### src/rtl/tri_assemble.sv
// tri_assemble -- turns a stream of projected float vertices into screen-space
// triangles for the rasterizer.
//
// Each x/y pair is scaled by 2^SCALE_LOG2, truncated toward zero, saturated
// to +/-4095, then mapped to screen pixels. The screen origin is top-left and
// y points down. Every three consecutive vertices make one triangle, which is
// presented on a valid/ready handshake.
//
// Optional feature: define CULL_DEGENERATE_EN to drop zero-area triangles when
// they complete. The default build forwards every triangle.
//
// Ports:
//   clk_in        system clock
//   rst_in        asynchronous active-high reset
//   coor_in       float vertex, coor_in[1]=x, coor_in[0]=y
//   valid_in      single-cycle pulse, vertex present
//   ready_out     a vertex can be accepted this cycle
//   tri_x_out     triangle x pixels, index 0 = first received vertex
//   tri_y_out     triangle y pixels
//   tri_valid_out triangle held on tri_x_out/tri_y_out
//   tri_ready_in  rasterizer accepts the triangle
//   overflow_out  sticky, a vertex was dropped at the input
module tri_assemble #(
   parameter int H_RES      = 1280,
   parameter int V_RES      = 720,
   parameter int SCALE_LOG2 = 9
) (
   input  logic              clk_in,
   input  logic              rst_in,
   input  logic [1:0][31:0]  coor_in,
   input  logic              valid_in,
   output logic              ready_out,
   output logic [2:0][10:0]  tri_x_out,
   output logic [2:0][9:0]   tri_y_out,
   output logic              tri_valid_out,
   input  logic              tri_ready_in,
   output logic              overflow_out
);

   localparam logic signed [15:0] X_CTR   = 16'(H_RES / 2);
   localparam logic signed [15:0] Y_CTR   = 16'(V_RES / 2);
   localparam logic signed [15:0] X_MAX   = 16'(H_RES - 1);
   localparam logic signed [15:0] Y_MAX   = 16'(V_RES - 1);
   localparam logic signed [9:0]  SCALE_S = 10'(SCALE_LOG2);

   // Float -> signed 13-bit fixed point, trunc toward zero, saturating at 4095.
   function automatic logic signed [12:0] float_to_fix(input logic [31:0] f);
      logic [7:0]         e;
      logic [23:0]        mant;
      logic signed [9:0]  sexp;
      logic [4:0]         sh;
      logic [11:0]        mag;
      e    = f[30:23];
      mant = {1'b1, f[22:0]};
      // Unbiased exponent after multiplying by 2^SCALE_LOG2.
      sexp = $signed({2'b00, e}) - 10'sd127 + SCALE_S;
      sh   = 5'd23 - sexp[4:0];
      if (e == 8'd0) begin
         mag = 12'd0;                        // zero and denormals
      end else if (e == 8'hff) begin
         mag = 12'd4095;                     // Inf and NaN
      end else if (sexp < 10'sd0) begin
         mag = 12'd0;
      end else if (sexp > 10'sd11) begin
         mag = 12'd4095;
      end else begin
         mag = 12'(mant >> sh);
      end
      if (f[31]) begin
         return -$signed({1'b0, mag});
      end else begin
         return $signed({1'b0, mag});
      end
   endfunction

   // Clamp a signed screen position into [0, H_RES-1].
   function automatic logic [10:0] clamp_x(input logic signed [15:0] v);
      if (v < 16'sd0) begin
         return 11'd0;
      end else if (v > X_MAX) begin
         return X_MAX[10:0];
      end else begin
         return v[10:0];
      end
   endfunction

   // Clamp a signed screen position into [0, V_RES-1].
   function automatic logic [9:0] clamp_y(input logic signed [15:0] v);
      if (v < 16'sd0) begin
         return 10'd0;
      end else if (v > Y_MAX) begin
         return Y_MAX[9:0];
      end else begin
         return v[9:0];
      end
   endfunction

   logic                    s1_valid_r;
   logic signed [12:0]      s1_x_r;
   logic signed [12:0]      s1_y_r;
   logic                    s2_valid_r;
   logic [10:0]             s2_px_r;
   logic [9:0]              s2_py_r;
   logic [2:0][10:0]        slot_x_r;
   logic [2:0][9:0]         slot_y_r;
   logic [1:0]              count_r;       // 0..2 stored, 3 = complete triangle waiting
   logic                    overflow_r;

   logic [2:0]              occ_s;
   logic                    accept_s;
   logic                    drop_s;
   logic                    arrive_third_s;
   logic                    held_full_s;
   logic                    complete_s;
   logic                    slot_free_s;
   logic                    degenerate_s;
   logic                    move_s;
   logic [2:0][10:0]        cand_x_s;
   logic [2:0][9:0]         cand_y_s;

   assign occ_s = {1'b0, count_r} + {2'b00, s1_valid_r} + {2'b00, s2_valid_r};
   // Holding the output means the pipeline cannot take more than 3 vertices.
   assign ready_out      = !((occ_s >= 3'd3) && tri_valid_out && !tri_ready_in);
   assign accept_s       = valid_in && ready_out;
   assign drop_s         = valid_in && !ready_out;
   assign arrive_third_s = s2_valid_r && (count_r == 2'd2);
   assign held_full_s    = (count_r == 2'd3);
   assign complete_s     = arrive_third_s || held_full_s;
   assign slot_free_s    = !tri_valid_out || tri_ready_in;
   assign move_s         = complete_s && !degenerate_s && slot_free_s;
   assign overflow_out   = overflow_r;

   // Triangle candidate: either the held full buffer or two stored plus the arriving vertex.
   always_comb begin
      cand_x_s = slot_x_r;
      cand_y_s = slot_y_r;
      if (held_full_s) begin
         cand_x_s = slot_x_r;
         cand_y_s = slot_y_r;
      end else begin
         cand_x_s = {s2_px_r, slot_x_r[1], slot_x_r[0]};
         cand_y_s = {s2_py_r, slot_y_r[1], slot_y_r[0]};
      end
   end

`ifdef CULL_DEGENERATE_EN
   // Sign-extend a 12-bit difference to the 24-bit area width.
   function automatic logic signed [23:0] sx24(input logic signed [11:0] v);
      return {{12{v[11]}}, v};
   endfunction

   logic signed [11:0] dx1_s, dy1_s, dx2_s, dy2_s;
   logic signed [23:0] area2_s;

   assign dx1_s   = $signed({1'b0, cand_x_s[1]}) - $signed({1'b0, cand_x_s[0]});
   assign dx2_s   = $signed({1'b0, cand_x_s[2]}) - $signed({1'b0, cand_x_s[0]});
   assign dy1_s   = $signed({2'b00, cand_y_s[1]}) - $signed({2'b00, cand_y_s[0]});
   assign dy2_s   = $signed({2'b00, cand_y_s[2]}) - $signed({2'b00, cand_y_s[0]});
   assign area2_s = sx24(dx1_s) * sx24(dy2_s) - sx24(dx2_s) * sx24(dy1_s);
   // Only a freshly completed triangle is tested; a held one already passed.
   assign degenerate_s = arrive_third_s && (area2_s == 24'sd0);
`else
   assign degenerate_s = 1'b0;
`endif

   // Conversion pipeline: stage 1 float->fixed, stage 2 screen map and clamp.
   always_ff @(posedge clk_in or posedge rst_in) begin
      if (rst_in) begin
         s1_valid_r <= 1'b0;
         s1_x_r     <= 13'sd0;
         s1_y_r     <= 13'sd0;
         s2_valid_r <= 1'b0;
         s2_px_r    <= 11'd0;
         s2_py_r    <= 10'd0;
      end else begin
         s1_valid_r <= accept_s;
         if (accept_s) begin
            s1_x_r <= float_to_fix(coor_in[1]);
            s1_y_r <= float_to_fix(coor_in[0]);
         end else begin
            s1_x_r <= s1_x_r;
            s1_y_r <= s1_y_r;
         end
         s2_valid_r <= s1_valid_r;
         if (s1_valid_r) begin
            s2_px_r <= clamp_x(X_CTR + {{3{s1_x_r[12]}}, s1_x_r});
            s2_py_r <= clamp_y(Y_CTR - {{3{s1_y_r[12]}}, s1_y_r});
         end else begin
            s2_px_r <= s2_px_r;
            s2_py_r <= s2_py_r;
         end
      end
   end

   // Assembly buffer: store vertices, hand off, hold, or cull completed triangles.
   always_ff @(posedge clk_in or posedge rst_in) begin
      if (rst_in) begin
         count_r  <= 2'd0;
         slot_x_r <= '0;
         slot_y_r <= '0;
      end else if (arrive_third_s && degenerate_s) begin
         count_r <= 2'd0;
      end else if (move_s) begin
         if (held_full_s && s2_valid_r) begin
            // A vertex leaving the pipeline alongside the move starts the next triangle.
            slot_x_r[0] <= s2_px_r;
            slot_y_r[0] <= s2_py_r;
            count_r     <= 2'd1;
         end else begin
            count_r <= 2'd0;
         end
      end else if (arrive_third_s) begin
         slot_x_r[2] <= s2_px_r;
         slot_y_r[2] <= s2_py_r;
         count_r     <= 2'd3;
      end else if (s2_valid_r && !held_full_s) begin
         slot_x_r[count_r] <= s2_px_r;
         slot_y_r[count_r] <= s2_py_r;
         count_r           <= count_r + 2'd1;
      end else begin
         count_r <= count_r;
      end
   end

   // Output slot: load on move (back-to-back reload keeps valid high), clear on handshake.
   always_ff @(posedge clk_in or posedge rst_in) begin
      if (rst_in) begin
         tri_valid_out <= 1'b0;
         tri_x_out     <= '0;
         tri_y_out     <= '0;
      end else if (move_s) begin
         tri_valid_out <= 1'b1;
         tri_x_out     <= cand_x_s;
         tri_y_out     <= cand_y_s;
      end else if (tri_valid_out && tri_ready_in) begin
         tri_valid_out <= 1'b0;
      end else begin
         tri_valid_out <= tri_valid_out;
      end
   end

   // Sticky overflow flag, set when a vertex arrives while not ready.
   always_ff @(posedge clk_in or posedge rst_in) begin
      if (rst_in) begin
         overflow_r <= 1'b0;
      end else if (drop_s) begin
         overflow_r <= 1'b1;
      end else begin
         overflow_r <= overflow_r;
      end
   end

endmodule

### config.mk
export PLATFORM = sky130hd
export DESIGN_NAME = tri_assemble
export DESIGN_NICKNAME = d
export VERILOG_FILES = /design/src/rtl/tri_assemble.sv
export SDC_FILE = /design/constraint.sdc
export NUM_CORES = 1
export LEC_CHECK = 0
export ABC_CLOCK_PERIOD_IN_PS = 8830
export BUFFER_PORTS_ARGS = -buffer_cell sky130_fd_sc_hd__buf_2
export CORE_MARGIN = 2
export CORE_UTILIZATION = 35
export DETAILED_ROUTE_END_ITERATION = 16
export PLACE_DENSITY = 0.57
export SYNTH_ARGS = -nofsm -noshare
export SYNTH_HDL_FRONTEND = slang
export SYNTH_SLANG_ARGS = --single-unit
export TNS_END_PERCENT = 20
### constraint.sdc
create_clock -name clk_in -period 8.83 [get_ports clk_in]
set_clock_uncertainty 0.05 [all_clocks]
set_input_delay 1.766 -clock clk_in [delete_from_list [all_inputs] [get_ports clk_in]]
set_output_delay 1.766 -clock clk_in [all_outputs]
set_load 0.1 [all_outputs]
==> run metrics, run 1 <==
Core ar.=31,600 um^2; RSZ-0062 raised after global routing=false; Hold Vio Cnt, Final=0; maxcap violations=0; mapped cell area=11,200 um^2; Fillers=3,134; crit end category=register; number of I/O port buffers=133; Synth Register Bits=179; Cell Area, Placed=12,200 um^2; final non-filler cell area=12,800 um^2; first-pass GRT wire length=42,500 um; Vias=8,644; Worst-path clk slew=0.07 ns; Pwr Total=4.54 mW; worst-path cell chain=buf_2 > inv_1 > ha_1 > or4bb_1 > nand4_1 > nand2_1 > a311oi_1 > a311oi_1 > nor3_1 > nand3_1 > or3_1 > a2111oi_0 > o31ai_1; Worst Setup SP=coor_in[23]; WHS=0.412 ns; Post-CTS Setup Inserts=0; clk sinks=179; Antenna Nets Post-Route=0; fin. max-slew vios=0; relative slew slack=27.8%; Via density=5.43; Final GP Congestion=0.827; Worst path slowest cell=ha_1; DRC=0; fin crit period=6.55 ns; First-pass DRT Iterations=5; FF-to-FF Start=count_r[0]$_DFFE_PP0P_; Critical Path AT=6.79 ns; unique cell type count in the Yosys netlist=83; ys async rst share=100%; critical path class=in -> reg; Site Rows=65; post_cts resized=0; final setup TNS=0 ns; PD cells=354 nW/um^2; Slowest Stage Delay on Critical Path=1.07 ns; Cells after DPL=1,560; Gate Count Post-Synth=1,087; initial drt markers=634; maximum clock rate=0.153 GHz; Slew @ Worst Pin=1.08 ns; Worst Hold Launch=overflow_out$_DFFE_PP0P_; Main synth FF type=dfrtp_1; top sig layer=met4; class of the worst hold path=reg -> reg; layout cells sized above 1=28.9%; root buffer cell=clkbuf_16; peak supply drop=0.000269 V; Crit path top cell by count=a311oi_1; CTS HTree Levels=4; initial core utilization=35.6%; die width=183 um; met1 WL=13,100 um; crit share post-route=74.2%; number of I/O pins=134; CP bufs+invs=2; YS warnings=0; Pleak=5.54 nW; worst-case clock buffer depth=2; Crit path max-delay family=simple AND/OR/NAND/NOR gates; sequential share of the synthesized area=39.9%; crit-path max FO=42; status=finished, final reports clean; final worst slack=2.28 ns; met2 WL post-DR=10,800 um; Setup crit start kind=input pin; Post-Layout Cell Count=1,592; Synth Area per Inst=10.3 um^2; CTS tree=done; largest net degree at the start of global routing=111; nets@finish=1,264; final wirelength=25,200 um; total track usage=15.4%; TritonCTS buffer count=17; Post-CTS Hold Buffers=0; clock latency on the worst-skew pair=0.42 ns; pre-CTS worst setup slack=1.91 ns; Post-synth EDFFs=0; fin util=40.7%; die height=183 um; DP HPWL=18,400 um; CP Data Required Time=9.07 ns; vias in the first global route=8,094; Met3 Wirelength=1120 um; Avg WL per Cell=15.8 um; initial antenna violation count=0; Die ar.=33,500 um^2; area delta synth->final=14.2%; # diodes=0; global route overflow=0; post-synth net total=1,174; Setup violations, final=0
-- power by group --
group          switching, mW  internal (mW)  total (mW)  leakage (nW)
registers              0.247           1.16        1.41          2.23
clock network          0.331          0.463       0.795         0.305
logic                   1.68          0.651        2.33          3.00
total                   2.26           2.28        4.54          5.54
-- sequential cells by signal, indices dropped and copies added, names as in the netlist --
register,count
overflow_out,1
s1_valid_r,1
s1_x_r,13
s2_px_r,11
tri_valid_out,1
slot_y_r,30
s1_y_r,13
tri_x_out,33
slot_x_r,33
tri_y_out,30
s2_py_r,10
s2_valid_r,1
count_r,2
-- cell families (layout without fill, tap and decap cells) --
group | count (synthesis) | after routing | share of synthesized area [%]
buffers and inverters | 104 | 207 | 3.78
AOI/OAI and AO/OA | 261 | 261 | 15.1
DFF | 179 | 179 | 39.9
and+or+nand+nor | 302 | 302 | 12.6
muxes | 179 | 179 | 22.4
xor gates and xnor gates | 43 | 43 | 4.03
adders and majority gates | 19 | 19 | 2.18
-- worst register-to-register path: cells and delay by family (launching register included) --
| kind | cells | cell delay (ns) |
|---|---|---|
| simple gates | 1 | 0.83 |
| buf+inv | 2 | 0.70 |
| flops | 1 | 0.47 |
| mux | 1 | 0.40 |
| fa+ha+maj | 1 | 0.27 |
| compound gates | 1 | 0.16 |
-- worst paths after layout --
kind | endpoint | slack, ns | cells after the start
max in group asynchronous | count_r[1]$_DFFE_PP0P_ | 5.83 | 3
min in group asynchronous | tri_y_out[14]$_DFFE_PP0P_ | 1.46 | 2
hold / removal | overflow_out$_DFFE_PP0P_ | 0.41 | 1
hold reg to reg | overflow_out$_DFFE_PP0P_ | 0.41 | 1
setup reg to reg | tri_x_out[5]$_DFFE_PP0P_ | 5.84 | 6
setup / recovery | s1_y_r[12]$_DFFE_PP0P_ | 2.28 | 13
-- cells in the final DEF (no fill, tap or decap), types with 10 or more instances in the layout --
cell	synthesis	layout
nand3_1	28	28
nand4_1	14	14
buf_4	1	12
a21o_1	10	10
mux4_2	48	48
clkbuf_16	0	17
inv_1	29	28
nor2_1	105	104
o211ai_1	12	12
buf_2	12	133
mux2i_1	33	33
ha_1	18	18
o21ai_0	76	76
nor3_1	20	20
nand2_1	75	75
a21oi_1	61	61
xor2_1	13	13
mux2_2	98	98
o2bb2ai_1	11	11
dfrtp_1	179	179
xnor2_1	24	24
-- synth_stat cells (8+ instances only) --
cell | number | area [um^2]
a21o_1 | 10 | 75.1
a21oi_1 | 61 | 305
a31oi_1 | 8 | 50.1
and2_1 | 9 | 56.3
buf_1 | 12 | 45.0
buf_2 | 12 | 60.1
clkbuf_1 | 47 | 176
dfrtp_1 | 179 | 4480
ha_1 | 18 | 225
inv_1 | 29 | 109
mux2_2 | 98 | 1100
mux2i_1 | 33 | 330
mux4_2 | 48 | 1080
nand2_1 | 75 | 282
nand3_1 | 28 | 140
nand4_1 | 14 | 87.6
nor2_1 | 105 | 394
nor3_1 | 20 | 100
o211ai_1 | 12 | 90.1
o21ai_0 | 76 | 380
o2bb2ai_1 | 11 | 96.3
o31ai_1 | 9 | 67.6
xnor2_1 | 24 | 210
xor2_1 | 13 | 114
-- routing by layer --
metal  global-route usage, %  up-vias
li1                        -     4201
met1                    23.8     4195
met2                    22.6      234
met3                    2.44       14
met4                    2.88        0
met5                       0        -
-- layout make-up --
type                       instances  area, um^2  area share [%]
clock inverter                    14         190            1.48
inverter                          30         118           0.917
multi-input combinational        804        6340            49.4
clock buffer                      18         439            3.42
sequential                       179        4480            34.9
timing repair buffer             145         756            5.89
tap                              402         503            3.92
Note: power is estimated with default switching activity, not from simulation.
==> run 2: changes to the inputs <==
--- a/config.mk
+++ b/config.mk
@@ -5,12 +5,12 @@
 export SDC_FILE = /design/constraint.sdc
 export NUM_CORES = 1
 export LEC_CHECK = 0
-export ABC_CLOCK_PERIOD_IN_PS = 8830
+export ABC_CLOCK_PERIOD_IN_PS = 5950
 export BUFFER_PORTS_ARGS = -buffer_cell sky130_fd_sc_hd__buf_2
 export CORE_MARGIN = 2
 export CORE_UTILIZATION = 35
 export DETAILED_ROUTE_END_ITERATION = 16
-export PLACE_DENSITY = 0.57
+export PLACE_DENSITY = 0.58
 export SYNTH_ARGS = -nofsm -noshare
 export SYNTH_HDL_FRONTEND = slang
 export SYNTH_SLANG_ARGS = --single-unit
==> constraint.sdc (replaced) <==
create_clock -name clk_in -period 5.95 [get_ports clk_in]
set_clock_uncertainty 0.05 [all_clocks]
set_input_delay 1.19 -clock clk_in [delete_from_list [all_inputs] [get_ports clk_in]]
set_output_delay 1.19 -clock clk_in [all_outputs]
set_load 0.1 [all_outputs]
==> run 2 against run 1 <==
Compared with the run above:
- clock power is 52% higher
- non-clock buffer count is 7 higher
- critical path depth decreased by 1
- count of clock-buffer cells in the layout is 1 lower
- core utilization increased by 0.25 points
- sequential power increased by 49%
- flip-flop and latch count unchanged
- register-to-register slack got worse by 3.2 ns
- worst setup slack worse by 1.2 ns
- sequential share of layout area fell by 0.21 points
- final area is 0.60% higher
- cell count grew 0.44%
==> run metrics, run 2 (synthesized netlist as in run 1, its figures left out) <==
PD cells=525 nW/um^2 (+49%); worst-path cell chain=buf_2 > ha_1 > nor4bb_1 > o31ai_1 > nand2_1 > o211ai_1 > a211oi_1 > nor3_1 > nand3_1 > or3_1 > a2111oi_0 > o31ai_1; Crit path max-delay family=compound AO/OA/AOI/OAI gates; Crit path top cell by count=o31ai_1; Pleak=5.58 nW (+0.71%); RSZ-0062 raised after global routing=false; Core ar.=31,600 um^2 (unchanged); Avg WL per Cell=16.0 um (+1.3%); status=finished, final reports clean; WHS=0.421 ns (+0.00862 ns); CP Data Required Time=6.20 ns (-2.87 ns); total track usage=15.6% (+0.20 points); worst-case clock buffer depth=2 (unchanged); fin crit period=4.86 ns; largest net degree at the start of global routing=180 (+62%); Vias=8,663 (+0.22%); Via density=5.42 (-0.22%); root buffer cell=clkbuf_16; final setup TNS=0 ns (unchanged); initial drt markers=609 (-3.9%); first-pass GRT wire length=43,100 um (+1.3%); Worst-path clk slew=0.07 ns (about the same); nets@finish=1,271 (+0.55%); crit end category=register; die height=183 um (unchanged); First-pass DRT Iterations=5 (unchanged); Slowest Stage Delay on Critical Path=0.67 ns (-0.40 ns); Setup violations, final=0 (unchanged); # diodes=0 (unchanged); global route overflow=0 (unchanged); maximum clock rate=0.206 GHz; crit share post-route=81.7%; Post-CTS Setup Inserts=0 (unchanged); class of the worst hold path=reg -> reg; Hold Vio Cnt, Final=0 (unchanged); Worst path slowest cell=ha_1; commonest non-fill, non-tap cells in the layout=179 x dfrtp_1, 133 x buf_2, 104 x nor2_1; Critical Path AT=5.11 ns (-1.68 ns); layout cells sized above 1=29.3% (+0.42 points); initial antenna violation count=0 (unchanged); pre-CTS worst setup slack=0.755 ns (-1.15 ns); post_cts resized=0 (unchanged); relative slew slack=26.2% (-1.7 points); Antenna Nets Post-Route=0 (unchanged); multi-input logic area=6340 um^2 (unchanged); clk sinks=179 (unchanged); Final GP Congestion=0.895 (+8.3%); Die ar.=33,500 um^2 (unchanged); Regs by FF count=slot_x_r x33, tri_x_out x33; fin. max-slew vios=0 (unchanged); CP bufs+invs=1 (-1); die width=183 um (unchanged); number of I/O pins=134 (unchanged); Fillers=3,156 (+0.70%); CTS HTree Levels=4 (unchanged); Site Rows=65 (unchanged); number of I/O port buffers=133 (unchanged); crit-path max FO=19 (-55%); maxcap violations=0 (unchanged); Post-CTS Hold Buffers=0 (unchanged); register area=4480 um^2 (unchanged); critical path class=in -> reg; vias in the first global route=8,055 (-0.48%); clock latency on the worst-skew pair=0.43 ns (about the same); fin util=40.9% (+0.25 points); area delta synth->final=14.9%; CTS tree=done; final worst slack=1.09 ns (-1.19 ns); Setup crit start kind=input pin; Slew @ Worst Pin=1.11 ns (+0.0250 ns); DP HPWL=18,700 um (+1.5%); most common cell after layout, fill and taps aside=dfrtp_1; TritonCTS buffer count=17 (unchanged); initial core utilization=35.6% (unchanged); final wirelength=25,600 um (+1.7%); peak supply drop=0.000368 V (+37%); DRC=0 (unchanged)
==> run 2: changes by cell type in the layout (fill, tap and decap cells not counted), sizes merged <==
cell	delta
buf	+7
clkbuf	-1
bufinv	+1
clkinvlp	+1
clkinv	-1
==> run 2: area by class of cell <==
class,count,share of cell area (%)
Tap cell,402,3.90
Clock buffer,17,3.30
Timing Repair Buffer,152,6.36
Sequential cell,179,34.7
Clock inverter,15,1.69
Inverter,30,0.902
Multi-Input combinational cell,804,49.1
==> run 2: report_power, final <==
group          leakage (nW)  total (mW)  switching [mW]  internal [mW]
combinational          3.03        3.47            2.50          0.970
clock                 0.311        1.21           0.496          0.718
sequential             2.23        2.10           0.368           1.73
total                  5.58        6.78            3.36           3.42
==> run 2: worst paths after layout <==
check                           slack, ns  cells after the start                startpoint                        to
max in group asynchronous            4.12                      3                    rst_in    s2_py_r[9]$_DFFE_PP0P_
worst max register to register       2.67                     11      s1_valid_r$_DFF_PP0_     s1_x_r[6]$_DFFE_PP0P_
min in group asynchronous            0.97                      3                    rst_in  tri_y_out[5]$_DFFE_PP0P_
worst min register to register       0.42                      1  overflow_out$_DFFE_PP0P_  overflow_out$_DFFE_PP0P_
worst min-delay path                 0.42                      1  overflow_out$_DFFE_PP0P_  overflow_out$_DFFE_PP0P_
worst max-delay path                 1.09                     12               coor_in[23]    s1_y_r[12]$_DFFE_PP0P_
==> run 2: metal layers <==
layer	GRT usage [%]	part of all wire (%)	vias up
li1	-	-	4220
met1	24.0	52	4186
met2	23.0	42	230
met3	2.18	4.5	27
met4	3.58	1.2	0
met5	0	0	-
==> run 2: metrics by stage <==
stage	power (mW)	instances	instance area [um^2]
3_3_place_gp	5.54	1567	12300
5_1_grt	7.18	1599	12900
4_1_cts	6.84	1599	12900
3_5_place_dp	5.60	1567	12300
2_1_floorplan	4.92	1087	11200
6_report	6.78	1599	12900
==> run 3: changes to the inputs <==
--- a/config.mk
+++ b/config.mk
@@ -5,12 +5,13 @@
 export SDC_FILE = /design/constraint.sdc
 export NUM_CORES = 1
 export LEC_CHECK = 0
-export ABC_CLOCK_PERIOD_IN_PS = 5950
+export ABC_AREA = 1
+export ABC_CLOCK_PERIOD_IN_PS = 4600
 export BUFFER_PORTS_ARGS = -buffer_cell sky130_fd_sc_hd__buf_2
 export CORE_MARGIN = 2
 export CORE_UTILIZATION = 35
 export DETAILED_ROUTE_END_ITERATION = 16
-export PLACE_DENSITY = 0.58
+export PLACE_DENSITY = 0.57
 export SYNTH_ARGS = -nofsm -noshare
 export SYNTH_HDL_FRONTEND = slang
 export SYNTH_SLANG_ARGS = --single-unit
==> constraint.sdc (replaced) <==
create_clock -name clk_in -period 4.6 [get_ports clk_in]
set_clock_uncertainty 0.05 [all_clocks]
set_input_delay 0.92 -clock clk_in [delete_from_list [all_inputs] [get_ports clk_in]]
set_output_delay 0.92 -clock clk_in [all_outputs]
set_load 0.1 [all_outputs]
==> run 3 against run 2 <==
Compared with the run above:
- hold slack improved by 0.00051 ns
- core utilization increased by 0.075 points
- clock power is 22% higher
- non-clock buffer count unchanged
- total power increased by 13%
- highest routed layer unchanged
==> run metrics, run 3 <==
Crit path max-delay family=adder cells; peak supply drop=0.000339 V (-8.1%); Setup crit start kind=register; Synth Area per Inst=6.91 um^2 (-33%); post-synth net total=1,678 (+43%); Setup violations, final=0 (unchanged); Cell Area, Placed=12,000 um^2 (-2.2%); # diodes=0 (unchanged); number of I/O pins=134 (unchanged); fin crit period=3.65 ns; worst-case clock buffer depth=2 (unchanged); First-pass DRT Iterations=7 (+2); Critical Path AT=2.68 ns (-2.43 ns); crit end category=output pin; Post-CTS Hold Buffers=0 (unchanged); crit share post-route=79.4%; number of I/O port buffers=133 (unchanged); ys async rst share=100% (unchanged); FF-to-FF Start=s1_valid_r$_DFF_PP0_; area fraction of the dominant cell type after synthesis=40.7% (+0.87 points); Critical Path End=ready_out; Die ar.=32,800 um^2 (-2.1%); fin util=41.0% (+0.075 points); CTS HTree Levels=4 (unchanged); YS warnings=0 (unchanged); die width=181 um (-1.0%); clk sinks=179 (unchanged); area delta synth->final=14.6%; cell taking the most area after synthesis=dfrtp_1; Fillers=3,303 (+4.7%); sequential share of the synthesized area=40.7% (+0.87 points); cell depth of the worst hold path=2 (+1); CTS tree=done; Main synth FF type=dfrtp_1; Antenna Nets Post-Route=0 (unchanged); DP HPWL=19,000 um (+1.6%); R2R Setup Slk=1.82 ns (-0.85 ns); maximum clock rate=0.274 GHz; fin. max-slew vios=0 (unchanged); initial antenna violation count=0 (unchanged); Post-synth EDFFs=0 (unchanged); CP bufs+invs=1 (unchanged); Vias=9,786 (+13%); TritonCTS buffer count=17 (unchanged); Pwr Total=7.69 mW (+13%); Worst Hold Launch=slot_y_r[15]$_DFFE_PP0P_; global route overflow=0 (unchanged); commonest non-fill, non-tap cells in the layout=637 x nand2_1, 197 x o21ai_0, 179 x dfrtp_1; Slew @ Worst Pin=0.834 ns (-0.273 ns); Hold Vio Cnt, Final=0 (unchanged); root buffer cell=clkbuf_16; critical path class=reg -> out; final non-filler cell area=12,600 um^2 (-2.4%); total track usage=15.6% (+0.067 points); layout cells sized above 1=14.5% (-15 points); Worst path slowest cell=dfrtp_1; crit-path max FO=25 (+6); unique cell type count in the Yosys netlist=44 (-47%); Worst Setup SP=s1_valid_r$_DFF_PP0_; Regs by FF count=slot_x_r x33, tri_x_out x33; WHS=0.421 ns (+0.000513 ns); RR Endpoint=s1_y_r[5]$_DFFE_PP0P_; Pleak=6.57 nW (+18%); Post-CTS Setup Inserts=0 (unchanged); largest net degree at the start of global routing=113 (-37%); post_cts resized=0 (unchanged); most common cell after layout, fill and taps aside=nand2_1; Synth Register Bits=179 (unchanged); DRC=0 (unchanged); Post-synth top cells=638 x nand2_1, 197 x o21ai_0, 179 x dfrtp_1; nets@finish=1,782 (+40%); maxcap violations=0 (unchanged); CP Depth=5 (-7); Gate Count Post-Synth=1,591 (+46%); Final GP Congestion=0.835 (-6.8%); most frequent cell after synthesis=nand2_1; RSZ-0062 raised after global routing=false; Slowest Stage Delay on Critical Path=0.68 ns (about the same); worst-path cell chain=fa_1 > ha_1 > a21o_1 > nand2_1 > buf_2; largest cells by area after synthesis=dfrtp_1 41%, nand2_1 22%, o21ai_0 9.0%, nand3_1 5.1%, inv_1 4.9%; vias in the first global route=8,911 (+11%); PD cells=610 nW/um^2 (+16%); status=finished, final reports clean; first-pass GRT wire length=43,500 um (+1.0%); final setup TNS=0 ns (unchanged); final wirelength=25,100 um (-2.1%); Site Rows=64 (-1.5%); relative slew slack=44.4% (+18 points); initial drt markers=523 (-14%); Core ar.=30,700 um^2 (-2.6%); Avg WL per Cell=11.9 um (-26%); Worst-path clk slew=0.07 ns (about the same); class of the worst hold path=reg -> reg; clock latency on the worst-skew pair=0.42 ns (about the same); initial core utilization=35.8% (+0.16 points); Worst R2R Path Depth=10 (-1); Via density=4.65 (-14%); die height=181 um (-1.0%); mapped cell area=11,000 um^2 (-2.1%); CP Data Required Time=3.63 ns (-2.57 ns)
## run 3: logic make-up (layout without fill, tap and decap cells)
kind of cell	Yosys count	in the layout	synth area share, %
xor+xnor	19	19	1.51
flops	179	179	40.7
simple gates	873	873	33.3
fa+ha+maj	19	19	2.23
buf+inv	223	340	8.32
compound gates	278	278	13.9
## run 3: metrics by stage
| step | setup slack (ns) | cells |
|---|---|---|
| floorplan | 0.975 | 1591 |
| global placement | 0.719 | 2072 |
| detailed placement | 0.623 | 2072 |
| CTS | 0.898 | 2104 |
| global route | 0.651 | 2104 |
| finish | 0.949 | 2104 |
## run 3: layer usage
metal	up-vias	share of wire [%]	global-route usage [%]
met5	-	0	0
met1	4313	54	23.1
met2	183	42	24.3
met4	0	0.86	3.58
met3	17	3.2	2.02
li1	5273	-	-
## run 3: worst min-delay path by stage
stage                     slack, ns                   endpoint
after global placement         0.40   overflow_out$_DFFE_PP0P_
after global routing           0.45   overflow_out$_DFFE_PP0P_
final                          0.42  tri_y_out[15]$_DFFE_PP0P_
after floorplan                0.39  tri_x_out[11]$_DFFE_PP0P_
after CTS                      0.43  tri_y_out[10]$_DFFE_PP0P_
after detailed placement       0.41  tri_y_out[15]$_DFFE_PP0P_
## run 3: where the power goes
group          internal, mW  total (mW)  switching, mW
Sequential             2.12        2.48          0.359
Clock                 0.864        1.48          0.614
Combinational         0.801        3.73           2.93
## run 3: worst min-delay path: stages, from the launching register on
cell and delay [ns]:
dfrtp_1 0.34, nand2_1 0.05, nand2_1 0.05
## run 3: cell type report
cell class / count / area [um^2] / area share [%]
clock buffer: 19 / 433 / 3.44
clock inverter: 13 / 173 / 1.37
inverter: 156 / 589 / 4.68
multi-input combinational: 1189 / 5610 / 44.5
sequential: 179 / 4480 / 35.6
tap: 396 / 495 / 3.93
timing repair buffer: 152 / 821 / 6.52
